<file path="src/rtl/pipe_pkg.sv">
// pipe_pkg: shared transfer-size codes and the EX/MEM beat payload.
package pipe_pkg;
  localparam int MAX_XLEN = 64;
  localparam int MAX_AW_W = 5;
  localparam int MAX_XFER_W = 4;
  localparam int MAX_BE_W = MAX_XLEN / 8;
  typedef enum logic [MAX_XFER_W-1:0] {
    XFER_B = 4'd1,
    XFER_H = 4'd2,
    XFER_W = 4'd4,
    XFER_D = 4'd8
  } xfer_size_e;
  typedef struct packed {
    logic                  mem2reg;
    logic                  reg_write;
    logic                  mem_write;
    logic                  mem_read;
    logic [MAX_XFER_W-1:0] xfer_size;
    logic [MAX_AW_W-1:0]   aw;
    logic [MAX_XLEN-1:0]   db;
    logic [MAX_XLEN-1:0]   alu_out;
    logic [MAX_BE_W-1:0]   byte_en;
    logic                  misaligned;
  } exmem_payload_t;
  function automatic logic size_legal(input logic [7:0] s);
    return s == 8'(XFER_B) || s == 8'(XFER_H) || s == 8'(XFER_W) || s == 8'(XFER_D);
  endfunction
endpackage

</file>
<file path="src/rtl/pipe_skid.sv">
// pipe_skid: two-entry skid buffer with flush; ready depends only on the skid flop.
module pipe_skid #(
  parameter type T = logic
) (
  input  logic clk,
  input  logic reset,
  input  logic in_valid,
  output logic in_ready,
  input  T     in_data,
  input  logic flush,
  output logic out_valid,
  input  logic out_ready,
  output T     out_data
);
  logic main_v, skid_v, in_xfer, out_xfer;
  T main_d, skid_d;
  assign in_ready = !skid_v;
  assign in_xfer = in_valid & !skid_v;
  assign out_xfer = main_v & out_ready;
  assign out_valid = main_v;
  assign out_data = main_d;
  // skid only fills while main is stalled, so with skid full no input can be accepted
  always_ff @(posedge clk or negedge reset) begin
    if (!reset) begin
      main_v <= 1'b0;
      skid_v <= 1'b0;
      main_d <= '0;
      skid_d <= '0;
    end else if (flush) begin
      main_v <= 1'b0;
      skid_v <= 1'b0;
    end else if (!main_v || out_xfer) begin
      if (skid_v) begin
        main_d <= skid_d;
        main_v <= 1'b1;
        skid_v <= 1'b0;
      end else begin
        main_v <= in_xfer;
        if (in_xfer) main_d <= in_data;
      end
    end else if (in_xfer) begin
      skid_v <= 1'b1;
      skid_d <= in_data;
    end
  end
endmodule

</file>
<file path="src/rtl/ex_mem_stage.sv">
// ex_mem_stage: EX->MEM boundary with skid buffering, access qualification and stall counting.
module ex_mem_stage #(
  parameter int XLEN   = 64,
  parameter int AW_W   = 5,
  parameter int XFER_W = 4,
  parameter int CNT_W  = 16
) (
  input  logic                clk,
  input  logic                reset,
  input  logic                ex_valid,
  output logic                ex_ready,
  input  logic                ex_mem2reg,
  input  logic                ex_reg_write,
  input  logic                ex_mem_write,
  input  logic                ex_mem_read,
  input  logic [XFER_W-1:0]   ex_xfer_size,
  input  logic [AW_W-1:0]     ex_aw,
  input  logic [XLEN-1:0]     ex_db,
  input  logic [XLEN-1:0]     ex_alu_out,
  input  logic                flush,
  output logic                mem_valid,
  input  logic                mem_ready,
  output logic                mem_mem2reg,
  output logic                mem_reg_write,
  output logic                mem_mem_write,
  output logic                mem_mem_read,
  output logic [XFER_W-1:0]   mem_xfer_size,
  output logic [AW_W-1:0]     mem_aw,
  output logic [XLEN-1:0]     mem_db,
  output logic [XLEN-1:0]     mem_alu_out,
  output logic [XLEN/8-1:0]   mem_byte_en,
  output logic                mem_misaligned,
  output logic                fwd_valid,
  output logic [AW_W-1:0]     fwd_aw,
  output logic [XLEN-1:0]     fwd_data,
  output logic [CNT_W-1:0]    stall_cnt
);
  import pipe_pkg::*;
  localparam int BE_W = XLEN / 8;
  localparam int OFF_W = $clog2(BE_W);
  logic mem_op, mis;
  logic [7:0] sz, off;
  logic [15:0] be;
  exmem_payload_t d, q;
  always_comb begin
    sz = 8'(ex_xfer_size);
    off = 8'(ex_alu_out[OFF_W-1:0]);
    mem_op = ex_mem_read | ex_mem_write;
    mis = mem_op & (!size_legal(sz) | (|(off & (sz - 8'd1))) | (off + sz > 8'(BE_W)));
    be = (mem_op & !mis) ? ((16'd1 << sz) - 16'd1) << off : 16'd0;
    d = '0;
    d.mem2reg = ex_mem2reg;
    d.reg_write = ex_reg_write;
    d.mem_write = ex_mem_write & !mis;
    d.mem_read = ex_mem_read & !mis;
    d.xfer_size = MAX_XFER_W'(ex_xfer_size);
    d.aw = MAX_AW_W'(ex_aw);
    d.db = MAX_XLEN'(ex_db);
    d.alu_out = MAX_XLEN'(ex_alu_out);
    d.byte_en = MAX_BE_W'(be);
    d.misaligned = mis;
  end
  pipe_skid #(.T(exmem_payload_t)) u_skid (
    .clk(clk),
    .reset(reset),
    .in_valid(ex_valid),
    .in_ready(ex_ready),
    .in_data(d),
    .flush(flush),
    .out_valid(mem_valid),
    .out_ready(mem_ready),
    .out_data(q)
  );
  assign mem_mem2reg = q.mem2reg;
  assign mem_reg_write = q.reg_write;
  assign mem_mem_write = q.mem_write;
  assign mem_mem_read = q.mem_read;
  assign mem_xfer_size = q.xfer_size[XFER_W-1:0];
  assign mem_aw = q.aw[AW_W-1:0];
  assign mem_db = q.db[XLEN-1:0];
  assign mem_alu_out = q.alu_out[XLEN-1:0];
  assign mem_byte_en = q.byte_en[BE_W-1:0];
  assign mem_misaligned = q.misaligned;
  assign fwd_valid = mem_valid & q.reg_write;
  assign fwd_aw = mem_aw;
  assign fwd_data = mem_alu_out;
  always_ff @(posedge clk or negedge reset) begin
    if (!reset) stall_cnt <= '0;
    else if (mem_valid && !mem_ready && !(&stall_cnt)) stall_cnt <= stall_cnt + 1'b1;
  end
endmodule

</file>
<file path="config.mk">
export PLATFORM = sky130hd
export DESIGN_NAME = ex_mem_stage
export DESIGN_NICKNAME = d
export VERILOG_FILES = /design/src/rtl/pipe_pkg.sv /design/src/rtl/pipe_skid.sv /design/src/rtl/ex_mem_stage.sv
export SDC_FILE = /design/constraint.sdc
export NUM_CORES = 1
export LEC_CHECK = 0
export BUFFER_PORTS_ARGS = -buffer_cell sky130_fd_sc_hd__buf_2
export CAP_MARGIN = 20
export CORE_MARGIN = 4
export CORE_UTILIZATION = 35
export CTS_BUF_LIST = sky130_fd_sc_hd__clkbuf_4 sky130_fd_sc_hd__clkbuf_8
export CTS_CLUSTER_DIAMETER = 100
export DETAILED_ROUTE_END_ITERATION = 10
export SLEW_MARGIN = 10
export SYNTH_ARGS = -nofsm -noshare
export SYNTH_HDL_FRONTEND = slang
export SYNTH_SLANG_ARGS = --single-unit
export TNS_END_PERCENT = 5
</file>
<file path="constraint.sdc">
create_clock -name clk -period 5 [get_ports clk]
set_input_delay 1 -clock clk [delete_from_list [all_inputs] [get_ports clk]]
set_output_delay 1 -clock clk [all_outputs]
set_load 0.005 [all_outputs]
</file>
==> run_results.csv <==
group,metric,value,unit
cts,cts_buffers,56,
critical_path,crit_path_max_fanout,40,
yosys,ys_seq_area_share,55.3,%
finish,nNetsFinal,1714,
power,power_density,407,nW/µm²
timing,fin_crit,3180,ps
critical_path,max_stage_delay,940,ps
timing,tns,0,ps
critical_path,cp_slowest_cell,"dfrtp_4",
drt,drt_wl_total,35.8,mm
floorplan,die-area,44500,µm²
drt,dr.pass1.iters,6,
yosys,synth_seq_cells,318,
power,p_leak,8.34,nW
critical_path,cp_cell_sequence,"inv_1 -> buf_2",
finish,final_cell_mix,"382 x buf_2, 317 x dfrtp_1, 177 x nand2_1, 150 x o21ai_0, 140 x mux2i_1",
timing,worst_pin_slew,896,ps
critical_path,critPathArrivalTime,2180,ps
drt,vias_per_cell,4.77,
yosys,dominantRegCellSynth,"dfrtp_1",
global_route,grt_pass1_vias,10400,
yosys,synth_cell_types,61,
timing,finalClockSkew,19.4,ps
cts,cts_resized,0,
timing,relSlewSlack,40.3,%
critical_path,crit_required,4000,ps
place,port_buffers,383,
cts,root_buffer,"clkbuf_8",
global_route,grt_usage,15.7,%
cts,cts-hold-fix-buffers,0,
cts,cts_tree,"done",
power,power.share.clock,36.9,%
power,comb_power_share,16.1,%
floorplan,die_x,211,µm
floorplan,ios,384,
yosys,synth_edf_count,0,
yosys,synth_nets,1411,
finish,syn_to_final_growth,22.2,%
yosys,netlist_area,14400,µm²
cts,clkTransAtPathRegs,60,ps
cts,cts_max_level,2,
cts,clk_latency,610,ps
place,gp_congestion,0.795,
cts,clock-sinks,318,
timing,final_max_slew_viol_count,0,
yosys,synthCells,1253,
yosys,netlist.area_leader.share,55.3,%
power,p_seq_share,47.0,%
place,dp_hpwl,23.7,mm
yosys,synthAdderAreaFrac,1.09,%
global_route,grt_max_degree,123,
drt,drc_errors,0,
critical_path,worst_setup_path_end_kind,"output port",
yosys,synth_compound_area_share,7.92,%
finish,drive_above_1_share,40.2,%
yosys,yosysTopAreaCell,"dfrtp_1",
timing,rsz0062_at_grt,"false",
yosys,synth.avg_cell_area,11.5,µm²
yosys,synth_warnings,0,
timing,fmax,315,MHz
power,p_sw,1.93,mW
worst_hold_path,hold_class,"in2async",
yosys,synth_mux_area_share,20.4,%
yosys,synth_top_family_by_area,"multiplexers",
power,p_int,5.23,mW
drt,routedWlPerCell,16.8,µm
drt,final_antenna_net_count,0,
power,ir_drop,0.000208,V
timing,setup_viol,0,
outcome,status,"finished clean",
timing,hold_violations,0,
critical_path,crit_path_start_kind,"register",
yosys,synthArstFlopShare,100,%
critical_path,r2r_slack,1900,ps
drt,num_vias,10200,
cts,cts_max_path_buffers,3,
critical_path,crit_buf_inv,2,
power,p_sw_share,26.9,%
cts,post_cts_buffers,0,
finish,final_common_cell,"buf_2",
critical_path,crit_family,"flip-flops",
global_route,grt_antenna_before_repair,3,
floorplan,row_count,74,
yosys,synthXorXnorAreaFrac,1.09,%
drt,drt_iter0_markers,436,
yosys,synth_area_leaders,"dfrtp_1 55%, mux2_2 11%, mux2i_1 9.7%, o21ai_0 5.2%, nand2_1 4.6%",
global_route,grt_overflow,0,
timing,timing.final.crit_share,63.6,%
global_route,grt_pass1_wl,56.8,mm
timing,holdWs,436,ps
run,maxCapViolCount,0,
finish,nFillCells,3954,
critical_path,crit_type,"reg2out",
floorplan,die_h,211,µm
floorplan,initial_core_util,35.4,%
floorplan,core-area,40700,µm²
yosys,synthSimpleGateAreaFrac,8.13,%
[stage by stage]
stage	cell area, µm²	cells	worst slack, ps	util [%]	power [mW]
final	17600	2133	1820	43.2	7.16
after CTS	17600	2132	1700	43.2	7.31
after detailed placement	16300	2030	1340	40.1	4.59
after global placement	16300	2030	1480	40.1	4.54
after global routing	17600	2133	1680	43.2	7.61
after floorplan	14400	1253	1760	-	4.08
[per-layer routing]
layer / routed length [µm] / GRT usage, % / up-vias
li1: - / - / 4903
met1: 15200 / 20.0 / 4909
met3: 2640 / 5.17 / 71
met2: 16900 / 25.6 / 291
met4: 994 / 4.83 / 4
met5: 34 / 0 / -
[registers in the layout (all words and copies together) (netlist names)]
register / count
stall_cnt: 16
u_skid.skid_v: 1
u_skid.out_valid: 1
u_skid.out_data: 150
u_skid.skid_d: 150
[cell type report]
cell class              count  area (µm²)  area share (%)
well taps                 532         666            3.78
diodes                      1        2.50          0.0142
inverters                  10        37.5           0.213
clock inverters            13         125           0.711
flip-flops and latches    318        7960            45.3
repair buffers            392        2070            11.8
clock buffers              89        1140            6.46
multi-input cells         778        5590            31.8
[cell usage after synthesis, types with 2 or more instances]
cell,n
a211oi_1,3
a21o_1,2
a21oi_1,27
a31oi_1,3
and2_1,3
and3_1,6
buf_1,2
buf_2,9
buf_4,70
clkbuf_1,64
dfrtp_1,318
ha_1,11
inv_1,10
mux2_2,137
mux2i_1,140
nand2_1,177
nand2b_1,3
nand3_1,9
nand4_1,8
nor2_1,22
nor2b_1,5
nor3_1,3
nor3b_1,4
o21ai_0,150
o31ai_1,5
o41ai_1,5
or2_2,2
or3_1,3
or4_1,4
xnor2_1,10
xor2_1,8
[cells by family (layout without fill, tap and decap cells)]
group           after synthesis  in the layout
simple gates                262            262
compound gates              209            209
other cells                   0              1
mux                         277            277
xor+xnor                     18             18
flops                       318            318
buf+inv                     157            504
fa+ha+maj                    12             12
[power by group through the flow]
stage               sequential, mW  combinational [mW]  clock (mW)
finish                        3.36                1.15        2.64
global route                  3.43                1.31        2.87
CTS                           3.37                1.19        2.75
detailed placement            3.41                1.18           0
global placement              3.38                1.15           0
floorplan                     3.37               0.709           0
[final timing paths]
check | end | depth (start not counted) | from
min in group clk | u_skid.out_data[88] | 2 | u_skid.out_data[88]
worst min register to register | u_skid.out_data[88] | 2 | u_skid.out_data[88]
worst max register to register | u_skid.skid_d[35] | 4 | u_skid.skid_v
worst min-delay path | u_skid.out_data[47] | 1 | reset
max in group asynchronous | u_skid.skid_d[24] | 2 | reset
worst max-delay path | ex_ready | 2 | u_skid.skid_v
Note: power is estimated with default switching activity, not from simulation.
